### config.mk
export PLATFORM = sky130hd
export DESIGN_NAME = tetron_move_ctrl
export DESIGN_NICKNAME = d
export VERILOG_FILES = /design/src/rtl/tetron_move_ctrl.sv
export SDC_FILE = /design/constraint.sdc
export NUM_CORES = 1
export LEC_CHECK = 0
export ABC_AREA = 0
export CORE_MARGIN = 5
export CORE_UTILIZATION = 52
export DETAILED_ROUTE_END_ITERATION = 8
export PLACE_DENSITY = 0.95
export SYNTH_ARGS = -nofsm -noshare
export SYNTH_HDL_FRONTEND = slang
export SYNTH_SLANG_ARGS = --single-unit
### constraint.sdc
create_clock -name clk -period 9.5 [get_ports clk]
set_clock_uncertainty 0.1 [all_clocks]
set_input_delay 1.9 -clock clk [delete_from_list [all_inputs] [get_ports clk]]
set_output_delay 1.9 -clock clk [all_outputs]
set_load 0.02 [all_outputs]
### src/rtl/tetron_move_ctrl.sv
// Move/rotate/gravity sequencer for the falling tetromino: builds a candidate
// placement, probes each shaper block against the board, then commits, locks or dies.
module tetron_move_ctrl #(
    parameter int BOARD_W   = 10,
    parameter int BOARD_H   = 20,
    parameter int SPAWN_ROW = 1,
    parameter int SPAWN_COL = 4
) (
    input  logic       clk,
    input  logic       rst_n,
    input  logic       spawn,
    input  logic       req_left,
    input  logic       req_right,
    input  logic       req_rot,
    input  logic       req_down,
    output logic       shp_active,
    output logic [2:0] shp_rotation,
    input  logic [4:0] blk1_voffset,
    input  logic [4:0] blk2_voffset,
    input  logic [4:0] blk3_voffset,
    input  logic [4:0] blk4_voffset,
    input  logic [4:0] blk1_hoffset,
    input  logic [4:0] blk2_hoffset,
    input  logic [4:0] blk3_hoffset,
    input  logic [4:0] blk4_hoffset,
    output logic       brd_rd,
    output logic [4:0] brd_row,
    output logic [3:0] brd_col,
    input  logic       brd_occ,
    output logic [4:0] piece_row,
    output logic [3:0] piece_col,
    output logic [2:0] piece_rot,
    output logic       alive,
    output logic       busy,
    output logic       lock,
    output logic       game_over,
    output logic [2:0] state_dbg
);

    typedef enum logic [2:0] {IDLE, SHAPE, QUERY, WAIT, DECIDE, DEAD} state_t;
    typedef enum logic [2:0] {K_SPAWN, K_ROT, K_LEFT, K_RIGHT, K_DOWN} kind_t;

    localparam logic signed [6:0] H7  = 7'(BOARD_H);
    localparam logic signed [6:0] W7  = 7'(BOARD_W);
    localparam logic signed [6:0] SR7 = 7'(SPAWN_ROW);
    localparam logic signed [6:0] SC7 = 7'(SPAWN_COL);

    state_t            state, state_n;
    kind_t             kind, kind_n;
    logic [1:0]        blk, blk_n;
    logic              coll, coll_n;
    logic signed [6:0] cand_row, cand_row_n, cand_col, cand_col_n;
    logic [2:0]        cand_rot, cand_rot_n;
    logic [4:0]        piece_row_n;
    logic [3:0]        piece_col_n;
    logic [2:0]        piece_rot_n;
    logic              alive_n, game_over_n;

    logic [4:0]        voff, hoff;
    logic signed [6:0] voff_x, hoff_x, q_row, q_col, base_row, base_col;
    logic              oob, req_any;

    always_comb begin
        case (blk)
            2'd0:    begin voff = blk1_voffset; hoff = blk1_hoffset; end
            2'd1:    begin voff = blk2_voffset; hoff = blk2_hoffset; end
            2'd2:    begin voff = blk3_voffset; hoff = blk3_hoffset; end
            default: begin voff = blk4_voffset; hoff = blk4_hoffset; end
        endcase
    end

    // Signed 7-bit arithmetic so off-board candidates (e.g. col -1) stay detectable.
    assign voff_x   = {{2{voff[4]}}, voff};
    assign hoff_x   = {{2{hoff[4]}}, hoff};
    assign q_row    = cand_row + voff_x;
    assign q_col    = cand_col + hoff_x;
    assign oob      = (q_row < 7'sd0) || (q_row >= H7) || (q_col < 7'sd0) || (q_col >= W7);
    assign base_row = {2'b00, piece_row};
    assign base_col = {3'b000, piece_col};
    assign req_any  = alive ? (req_rot | req_left | req_right | req_down) : spawn;

    assign busy         = (state == SHAPE) || (state == QUERY) || (state == WAIT) || (state == DECIDE);
    assign shp_active   = alive | busy;
    assign shp_rotation = busy ? cand_rot : piece_rot;
    assign state_dbg    = state;

    always_comb begin
        state_n     = state;
        kind_n      = kind;
        blk_n       = blk;
        coll_n      = coll;
        cand_row_n  = cand_row;
        cand_col_n  = cand_col;
        cand_rot_n  = cand_rot;
        piece_row_n = piece_row;
        piece_col_n = piece_col;
        piece_rot_n = piece_rot;
        alive_n     = alive;
        game_over_n = game_over;
        brd_rd      = 1'b0;
        brd_row     = 5'd0;
        brd_col     = 4'd0;
        lock        = 1'b0;
        case (state)
            IDLE: begin
                if (req_any) begin
                    blk_n   = 2'd0;
                    coll_n  = 1'b0;
                    state_n = SHAPE;
                    if (!alive) begin
                        kind_n     = K_SPAWN;
                        cand_row_n = SR7;
                        cand_col_n = SC7;
                        cand_rot_n = 3'd0;
                    end else begin
                        cand_row_n = base_row;
                        cand_col_n = base_col;
                        cand_rot_n = piece_rot;
                        if (req_rot) begin
                            kind_n     = K_ROT;
                            cand_rot_n = {1'b0, piece_rot[1:0] + 2'd1};
                        end else if (req_left) begin
                            kind_n     = K_LEFT;
                            cand_col_n = base_col - 7'sd1;
                        end else if (req_right) begin
                            kind_n     = K_RIGHT;
                            cand_col_n = base_col + 7'sd1;
                        end else begin
                            kind_n     = K_DOWN;
                            cand_row_n = base_row + 7'sd1;
                        end
                    end
                end
            end
            SHAPE: state_n = QUERY;
            QUERY: begin
                if (oob) begin
                    coll_n  = 1'b1;
                    state_n = DECIDE;
                end else begin
                    brd_rd  = 1'b1;
                    brd_row = q_row[4:0];
                    brd_col = q_col[3:0];
                    state_n = WAIT;
                end
            end
            WAIT: begin
                if (brd_occ) begin
                    coll_n  = 1'b1;
                    state_n = DECIDE;
                end else if (blk == 2'd3) begin
                    state_n = DECIDE;
                end else begin
                    blk_n   = blk + 2'd1;
                    state_n = QUERY;
                end
            end
            DECIDE: begin
                if (!coll) begin
                    piece_row_n = cand_row[4:0];
                    piece_col_n = cand_col[3:0];
                    piece_rot_n = cand_rot;
                    if (kind == K_SPAWN) alive_n = 1'b1;
                    state_n = IDLE;
                end else begin
                    case (kind)
                        K_DOWN: begin
                            // Lock and respawn stay inside one busy sequence.
                            lock       = 1'b1;
                            kind_n     = K_SPAWN;
                            cand_row_n = SR7;
                            cand_col_n = SC7;
                            cand_rot_n = 3'd0;
                            blk_n      = 2'd0;
                            coll_n     = 1'b0;
                            state_n    = SHAPE;
                        end
                        K_SPAWN: begin
                            game_over_n = 1'b1;
                            alive_n     = 1'b0;
                            state_n     = DEAD;
                        end
                        default: state_n = IDLE;
                    endcase
                end
            end
            DEAD:    state_n = DEAD;
            default: state_n = IDLE;
        endcase
    end

    always_ff @(posedge clk or negedge rst_n) begin
        if (!rst_n) begin
            state     <= IDLE;
            kind      <= K_SPAWN;
            blk       <= 2'd0;
            coll      <= 1'b0;
            cand_row  <= '0;
            cand_col  <= '0;
            cand_rot  <= 3'd0;
            piece_row <= 5'd0;
            piece_col <= 4'd0;
            piece_rot <= 3'd0;
            alive     <= 1'b0;
            game_over <= 1'b0;
        end else begin
            state     <= state_n;
            kind      <= kind_n;
            blk       <= blk_n;
            coll      <= coll_n;
            cand_row  <= cand_row_n;
            cand_col  <= cand_col_n;
            cand_rot  <= cand_rot_n;
            piece_row <= piece_row_n;
            piece_col <= piece_col_n;
            piece_rot <= piece_rot_n;
            alive     <= alive_n;
            game_over <= game_over_n;
        end
    end

endmodule

==> results of run 1 <==
kinds of logic (layout without fill, tap and decap cells):
family / Yosys count / count (layout)
muxes: 28 / 28
buffers and inverters: 40 / 115
AOI/OAI and AO/OA: 67 / 67
DFF: 38 / 38
adders and majority gates: 21 / 21
xor gates and xnor gates: 15 / 15
and+or+nand+nor: 102 / 102
cells in the mapped netlist, drive strengths merged, types with 2 or more instances:
cell type  count
nand2         36
a21oi          7
nor2b          2
ha            19
and2           2
or2            2
nor2          25
a222oi         8
o32ai          2
xor2           6
nor3           8
a22oi          4
dfrtp         38
a211oi         4
o31ai         12
o22ai          2
nor3b          3
mux2          16
mux2i         12
clkbuf         4
fa             2
buf           10
and2b          2
o21ai         12
nand3          4
nor4           4
nand2b         4
xnor2          9
o41ai          4
inv           26
nand4          4
worst paths after layout:
| kind | startpoint | to | slack, ns | cells after the start |
|---|---|---|---|---|
| worst max register to register | blk[0]$_DFFE_PN0P_ | coll$_DFFE_PN0P_ | 5.73 | 11 |
| worst min register to register | game_over$_DFFE_PN0P_ | game_over$_DFFE_PN0P_ | 0.38 | 1 |
| min in group asynchronous | rst_n | piece_col[1]$_DFFE_PN0P_ | 1.60 | 1 |
| worst max-delay path | blk1_voffset[0] | brd_row[3] | 1.93 | 13 |
| worst min-delay path | game_over$_DFFE_PN0P_ | game_over$_DFFE_PN0P_ | 0.38 | 1 |
| max in group asynchronous | rst_n | cand_row[4]$_DFFE_PN0P_ | 7.16 | 1 |
sequential cells by signal, summed over array words and instances, names as in the netlist:
register	flops
cand_col	6
cand_row	6
piece_row	5
piece_col	4
cand_rot	3
kind	3
piece_rot	3
state_dbg	3
blk	2
alive	1
coll	1
game_over	1
metrics by stage:
stage | total power, mW | utilization (%)
6_report | 1.01 | 69.4
5_1_grt | 1.09 | 69.4
3_5_place_dp | 0.882 | 67.7
2_1_floorplan | 0.695 | -
4_1_cts | 1.00 | 69.4
3_3_place_gp | 0.848 | 67.7
cell usage in the layout, fill, tap and decap left out, drive strengths merged, types with 7 or more instances in the layout:
master         synthesis  routed
xnor2                  9       9
a21oi                  7       7
o21ai                 12      12
nor2                  25      25
mux2                  16      16
nor3                   8       8
nand2                 36      36
clkbuf                 4       7
a222oi                 8       8
clkdlybuf4s50          0      79
o31ai                 12      12
dfrtp                 38      38
ha                    19      19
inv                   26      26
mux2i                 12      12
layer usage:
| metal | share of wire [%] | up-vias | wire length (um) | track usage [%] |
|---|---|---|---|---|
| met4 | 1.8 | 0 | 137 | 6.29 |
| met5 | 0 | - | 0 | 0 |
| li1 | - | 1280 | - | - |
| met2 | 47 | 117 | 3630 | 36.7 |
| met1 | 43 | 1292 | 3310 | 28.4 |
| met3 | 7.4 | 14 | 568 | 5.99 |
power by group through the flow:
stage                     sequential, mW  clock [mW]  combinational, mW
after floorplan                    0.284           0              0.412
after global placement             0.277           0              0.571
after detailed placement           0.280           0              0.601
after CTS                          0.278       0.117              0.610
after global routing               0.289       0.123              0.679
final                              0.280       0.116              0.610
final cells by class:
cell class	count	area [um2]	share of cell area (%)
clock buffers	7	86.3	2.29
multi-input cells	233	1740	46.2
flip-flops and latches	38	951	25.2
well taps	72	90.1	2.39
repair buffers	81	803	21.3
inverters	26	97.6	2.58
clock inverters	1	5.00	0.133
worst max-delay path: stages:
cell and delay (ns):
clkdlybuf4s50_1 0.45, a222oi_1 0.09, mux2i_1 0.16, ha_1 0.22
inv_1 0.07, fa_1 0.40, and2b_2 0.30, a21oi_1 0.08
o31a_1 0.26, a211oi_2 0.24, nand4_2 0.38, and4bb_2 0.43
clkdlybuf4s50_1 0.61
==> run metrics, run 1 <==
area of the die=7100 um2; synth-to-layout area growth=31.7%; fin area=around 3800 um2; top-area cell type share of the netlist area=between 30 and 40%; Placed Area=3680 um2; CTS Sinks=38; root buf cell=clkbuf_8; FFs w/ async S/R, synth=100%; final cell count without fillers=between 400 and 500; Max Cap Violations=0; Max clock buf depth=2; 1st-pass router iterations=5; unrepaired setup endpoints after global routing=no; leak pwr=about 1.6 nW; crit-path max FO=14; grt ovf=0; Post-route DRC=0; main combinational cell family by area after synthesis=simple AND/OR/NAND/NOR gates; Final Hold Slack=0.381 ns; global-route wire length before repair=approximately 13000 um; Seq/Total Area, Yosys=approximately 33%; Clock transition at path regs=approximately 0.08 ns; Synth Warn #=0; Post-Route Setup TNS=0 ns; CP arrival=5.57 ns; Gate power share=between 60 and 70%; GP Congestion=between 0.9 and 1; post-synthesis simple-gate area fraction=a little under a fifth; Slew Limit Fails=0; Max transition margin=about 23%; Sw Share=between 40% and 50%; synthesis-stage register bit count=38; Nets=approximately 450; adder-cell share of the synthesized area=9.69%; DIE WIDTH=84.3 um; Syn Nets=between 300 and 400; Final Worst Setup Slack=just under 2 ns; TritonCTS Buffers=5; Required @ worst endpoint=~7.5 ns; CTS tree=done; crit path time final=7.57 ns; Netlist Area Pre-Place=2870 um2; final hold vios=0; fillers=around 420; H-Tree Depth=2; post-synthesis xor/xnor area fraction=4.58%; CTS Hold Buffers Added=0; outcome=complete, no violations; largest net degree at the start of global routing=39; Tightest Pin Transition=1.15 ns; antenna violations before repair=0; prevailing post-synth register cell=dfrtp_1; number of synthesized flops with an enable pin=0; Power Internal=~0.54 mW; vias in the first global route=between 2000 and 3000; IO Count=81; Hold Path Class=reg -> reg; Inst Count DP=450; Post-Synthesis Cells=roughly 310; Synth Area in Compound Gates=roughly 18%; syn avg cell area=approximately 9.2 um2; Fmax=~0.13 GHz; post-synthesis mux area share=about a tenth; Worst-Skew Late Latency=0.30 ns; GRT Util Overall=22.1%; Post CTS Setup Buffer Count=0; VDD IR max=184 uV; drt via density=about 5.9; final WL=approximately 7700 um; Die H=84.3 um; Ant. Diodes=0; Core Area=between 5000 and 6000 um2; Setup WS pre-CTS=approximately 2 ns; CP Capture Type=output pin; Post-DP HPWL=approximately 5700 um; Worst Setup Start Kind=primary input; Clock power frac=a little under an eighth; # port buffers=80; Rows=27; Final period util=around four fifths; pwr/cell area=between 200 and 300 nW/um2; Final ANT Viol Nets=0; Initial Util=~53%; cell accounting for the most synthesized area=dfrtp_1; WL/cell=16.7 um; Setup CP Type=in -> out; synth unique cells=61; Net Switching=0.467 mW; DR vias=~2700; post-CTS resize count=0; sequential power share=between 20 and 30%; Initial DRC Count=~170; setup violators final=0; share of cells above drive strength 1=slightly below 10%; top cells by area, synth=dfrtp_1, ha_1, mux2_2
Note: power is estimated with default switching activity, not from simulation.
==> run 2: changes to the inputs <==
--- a/config.mk
+++ b/config.mk
@@ -7,9 +7,9 @@
 export LEC_CHECK = 0
 export ABC_AREA = 0
 export CORE_MARGIN = 5
-export CORE_UTILIZATION = 52
+export CORE_UTILIZATION = 49
 export DETAILED_ROUTE_END_ITERATION = 8
-export PLACE_DENSITY = 0.95
+export PLACE_DENSITY = 0.92
 export SYNTH_ARGS = -nofsm -noshare
 export SYNTH_HDL_FRONTEND = slang
 export SYNTH_SLANG_ARGS = --single-unit
==> constraint.sdc (replaced) <==
create_clock -name clk -period 7.38 [get_ports clk]
set_clock_uncertainty 0.1 [all_clocks]
set_input_delay 1.476 -clock clk [delete_from_list [all_inputs] [get_ports clk]]
set_output_delay 1.476 -clock clk [all_outputs]
set_load 0.02 [all_outputs]
==> run 2 against run 1 <==
Compared with the run above:
- global-route usage down 2.1 points
- non-clock buffer count unchanged
- cell count unchanged
- combinational power up 27%
- largest power group unchanged
- clock power up 29%
- largest cell class unchanged
==> run metrics, run 2 (same netlist as run 1, synthesis figures left out) <==
Placed Area=around 3700 um2; DIE WIDTH=86.5 um; Max transition margin=27.5%; antenna violations before repair=0; Setup CP Type=in -> out; fillers=426; GRT Util Overall=roughly a fifth; Post CTS Setup Buffer Count=0; Slew Limit Fails=0; VDD IR max=approximately 210 uV; Final Hold Slack=0.374 ns; Final period util=90.6%; crit-path max FO=14; CP Capture Type=output pin; pwr/cell area=roughly 340 nW/um2; # port buffers=80; final hold vios=0; synth-to-layout area growth=31.8%; leak pwr=roughly 1.6 nW; final cell count without fillers=roughly 460; Post-route DRC=0; Worst Setup Start Kind=primary input; Power Total=1.28 mW; Rows=27; area of the die=roughly 7500 um2; Inst Count DP=450; H-Tree Depth=2; outcome=complete, no violations; Core Util, Final=between 60% and 70%; slowest library cell on the worst path=clkdlybuf4s50_1; root buf cell=clkbuf_8; DR vias=2657; Post-Route Setup TNS=0 ns; Nets=~450; unrepaired setup endpoints after global routing=no; Required @ worst endpoint=roughly 5.8 ns; fin area=3780 um2; 1st-pass router iterations=5; post-CTS resize count=0; most frequent CP cell=clkdlybuf4s50_1; IO Count=between 80 and 90; Setup WS pre-CTS=a little over 0.7 ns; crit path time final=6.69 ns; Bufs and invs on worst path=3; Worst-Skew Late Latency=~0.30 ns; TritonCTS Buffers=5; setup violators final=0; Tightest Pin Transition=between 1 and 1.5 ns; Final ANT Viol Nets=0; worst path cell trace=clkdlybuf4s50_1 > a222oi_1 > mux2i_1 > ha_1 > inv_1 > fa_1 > and2b_2 > a21oi_1 > o31a_1 > a211oi_2 > nand4_2 > and4bb_2 > clkdlybuf4s50_1; Post-DP HPWL=approximately 5800 um; R2R Setup Slk=~3.6 ns; Initial Util=about 51%; Max Cap Violations=0; Die H=86.5 um; CTS tree=done; Ant. Diodes=0; Hold Path Class=reg -> reg; final WL=around 7500 um; Clock transition at path regs=approximately 0.070 ns; most common cell after layout, fill and taps aside=clkdlybuf4s50_1; grt ovf=0; critical path's top delay family=buffers and inverters; global-route wire length before repair=12100 um; CP max stage delay=approximately 0.61 ns; CP arrival=around 5 ns; Fmax=between 0.1 and 0.15 GHz; CTS Sinks=38; WL/cell=16.4 um; largest net degree at the start of global routing=39; drt via density=between 5 and 6; CTS Hold Buffers Added=0; commonest cells after routing, fill and taps aside=clkdlybuf4s50_1, dfrtp_1, nand2_1; Core Area=5610 um2; GP Congestion=0.883; Final Worst Setup Slack=slightly below 0.7 ns; Initial DRC Count=160; vias in the first global route=2681; share of cells above drive strength 1=a little over 10%; Largest regs=cand_col (6), cand_row (6), piece_row (5); Max clock buf depth=2
## run 2: changes by cell type in the layout (fill, tap and decap cells not counted)
cell,before,now
clkbuf_1,1,0
clkinvlp_4,0,1
## run 2: per-layer routing
layer	track usage, %	vias to the layer above	part of all wire (%)
li1	-	1275	-
met1	24.1	1270	44
met2	33.7	102	46
met3	7.13	10	8.9
met4	6.09	0	1.2
met5	0	-	0
## run 2: where the power goes
part | internal [mW] | switching (mW)
combinational | 0.346 | 0.428
sequential | 0.271 | 0.0883
clock | 0.0750 | 0.0746
total | 0.692 | 0.591
## run 2: area by class of cell
type                       count  area (um2)  area share (%)
sequential                    38         951            25.2
multi-input combinational    233        1740            46.1
tap                           72        90.1            2.38
clock inverter                 2        12.5           0.331
inverter                      26        97.6            2.58
timing repair buffer          81         803            21.3
clock buffer                   6        82.6            2.18
## run 2: path summary, 6_finish.rpt
path	cells after the start	from	to
max in group asynchronous	1	rst_n	piece_col[3]$_DFFE_PN0P_
hold reg to reg	1	game_over$_DFFE_PN0P_	game_over$_DFFE_PN0P_
min in group asynchronous	1	rst_n	blk[1]$_DFFE_PN0P_
setup reg to reg	11	blk[0]$_DFFE_PN0P_	coll$_DFFE_PN0P_
hold / removal	1	game_over$_DFFE_PN0P_	game_over$_DFFE_PN0P_
setup / recovery	13	blk3_voffset[0]	brd_row[3]
## run 2: worst reg2reg max path: cells and delay by family (launching register included)
| kind | cells | cell delay, ns |
|---|---|---|
| fa+ha+maj | 3 | 1.20 |
| simple gates | 2 | 0.63 |
| flops | 1 | 0.42 |
| compound gates | 4 | 0.95 |
| buf+inv | 1 | 0.06 |
| mux | 1 | 0.31 |
==> run 3: changes to the inputs <==
--- a/config.mk
+++ b/config.mk
@@ -6,8 +6,9 @@
 export NUM_CORES = 1
 export LEC_CHECK = 0
 export ABC_AREA = 0
-export CORE_MARGIN = 5
+export CORE_MARGIN = 4
 export CORE_UTILIZATION = 49
+export CTS_CLUSTER_SIZE = 25
 export DETAILED_ROUTE_END_ITERATION = 8
 export PLACE_DENSITY = 0.92
 export SYNTH_ARGS = -nofsm -noshare
==> run 3 against run 2 <==
Compared with the run above:
- cell count did not move
- combinational power barely moved
- core utilization down 0.067 points
- routed wire length is 2.3% lower
- worst hold slack worse by 0.0057 ns
- die area fell by 4.6%
- critical endpoint unchanged
- largest cell class unchanged
- largest power group unchanged
- highest routed layer unchanged
==> run metrics, run 3 (same netlist as run 1, synthesis figures left out) <==
synth-to-layout area growth=31.7%; CTS Hold Buffers Added=0; DR vias=between 2000 and 3000; Tightest Pin Transition=roughly 1.2 ns; most frequent CP cell=clkdlybuf4s50_1; crit-path max FO=14; VDD IR max=roughly 210 uV; Max Cap Violations=0; CTS tree=done; Gate power share=between 60% and 70%; Max transition margin=between 20% and 30%; Required @ worst endpoint=5.80 ns; CP arrival=5.09 ns; TritonCTS Buffers=5; Die H=84.5 um; Largest regs=cand_col (6), cand_row (6), piece_row (5); post-CTS resize count=0; unrepaired setup endpoints after global routing=no; outcome=complete, no violations; Final Hold Slack=approximately 0.37 ns; Ant. Diodes=0; GP Congestion=a little over 0.9; vias in the first global route=2570; setup violators final=0; Final Worst Setup Slack=about 0.7 ns; CTS Sinks=38; CP max stage delay=approximately 0.6 ns; DIE WIDTH=approximately 85 um; WL/cell=16.0 um; 1st-pass router iterations=5; Max clock buf depth=2; Net Switching=between 0.5 and 0.6 mW; GRT Util Overall=21.0%; leak pwr=~1.6 nW; Worst-Skew Late Latency=roughly 0.29 ns; commonest cells after routing, fill and taps aside=clkdlybuf4s50_1, dfrtp_1, nand2_1; Final ANT Viol Nets=0; Final period util=between 90% and 100%; crit path time final=between 6 and 7 ns; most common cell after layout, fill and taps aside=clkdlybuf4s50_1; drt via density=around 5.9; Post CTS Setup Buffer Count=0; Power Internal=0.692 mW; Post-route DRC=0; Sw Share=45.9%; Post-DP HPWL=~5600 um; grt ovf=0; Inst Count DP=450; Clock transition at path regs=0.08 ns; Setup WS pre-CTS=0.728 ns; Core Util, Final=between 60% and 70%; Core Area=5610 um2; global-route wire length before repair=around 12000 um; worst path cell trace=clkdlybuf4s50_1 > a222oi_1 > mux2i_1 > ha_1 > inv_1 > fa_1 > and2b_2 > a21oi_1 > o31a_1 > a211oi_2 > nand4_2 > and4bb_2 > clkdlybuf4s50_1; final cell count without fillers=458; Fmax=around 0.15 GHz; root buf cell=clkbuf_8; H-Tree Depth=2; slowest library cell on the worst path=clkdlybuf4s50_1; CP Capture Type=output pin; antenna violations before repair=0; Rows=27; sequential power share=28.0%; Setup CP Type=in -> out; # port buffers=80; Slew Limit Fails=0; R2R Setup Slk=3.68 ns; Nets=roughly 450; area of the die=7140 um2; share of cells above drive strength 1=about 10%; largest net degree at the start of global routing=39; final hold vios=0; Worst Setup Start Kind=primary input; pwr/cell area=about 340 nW/um2; Initial Util=51.1%; IO Count=between 80 and 90; Clock power frac=~12%; Post-Route Setup TNS=0 ns; final WL=7350 um; Hold Path Class=reg -> reg; Initial DRC Count=about 150
-- run 3: cell count changes in the layout (fill, tap and decap cells not counted), sizes merged --
cell,before,now
clkinvlp,1,0
clkbuf,6,7
-- run 3: critical path, delay by kind of cell --
family | cells | cell delay [ns]
and+or+nand+nor | 3 | 1.02
buffers and inverters | 3 | 1.17
adders and majority gates | 2 | 0.59
muxes | 1 | 0.19
AOI/OAI and AO/OA | 4 | 0.63
-- run 3: power groups by stage --
stage,Combinational (mW),Sequential [mW],Clock (mW)
after CTS,0.774,0.357,0.150
after global routing,0.850,0.371,0.159
after global placement,0.745,0.357,0
final,0.771,0.358,0.149
after floorplan,0.530,0.365,0
after detailed placement,0.765,0.361,0
-- run 3: cell type report --
cell class / count / area, um2
clock buffer: 7 / 86.3
clock inverter: 1 / 5.00
fill: 449 / 1830
inverter: 26 / 97.6
multi-input combinational: 233 / 1740
sequential: 38 / 951
tap: 72 / 90.1
timing repair buffer: 81 / 803
-- run 3: through the flow --
stage | cell area [um2] | power (mW)
5_1_grt | 3780 | 1.38
6_report | 3780 | 1.28
4_1_cts | 3780 | 1.28
3_5_place_dp | 3680 | 1.13
3_3_place_gp | 3680 | 1.10
2_1_floorplan | 2870 | 0.895
-- run 3: path summary, 6_finish.rpt --
check / startpoint / cells after the start / endpoint
max in group asynchronous: rst_n / 1 / cand_col[2]$_DFFE_PN0P_
worst max-delay path: blk3_voffset[0] / 13 / brd_row[3]
worst min register to register: game_over$_DFFE_PN0P_ / 1 / game_over$_DFFE_PN0P_
min in group asynchronous: rst_n / 1 / blk[0]$_DFFE_PN0P_
worst max register to register: blk[0]$_DFFE_PN0P_ / 13 / coll$_DFFE_PN0P_
worst min-delay path: game_over$_DFFE_PN0P_ / 1 / game_over$_DFFE_PN0P_
-- run 3: routing by layer --
layer / share of wire [%] / wire length (um) / track usage, %
met1: 44 / 3200 / 27.5
met5: 0 / 0 / 0
met4: 1.5 / 110 / 5.32
met3: 8.8 / 645 / 5.59
met2: 46 / 3390 / 34.5
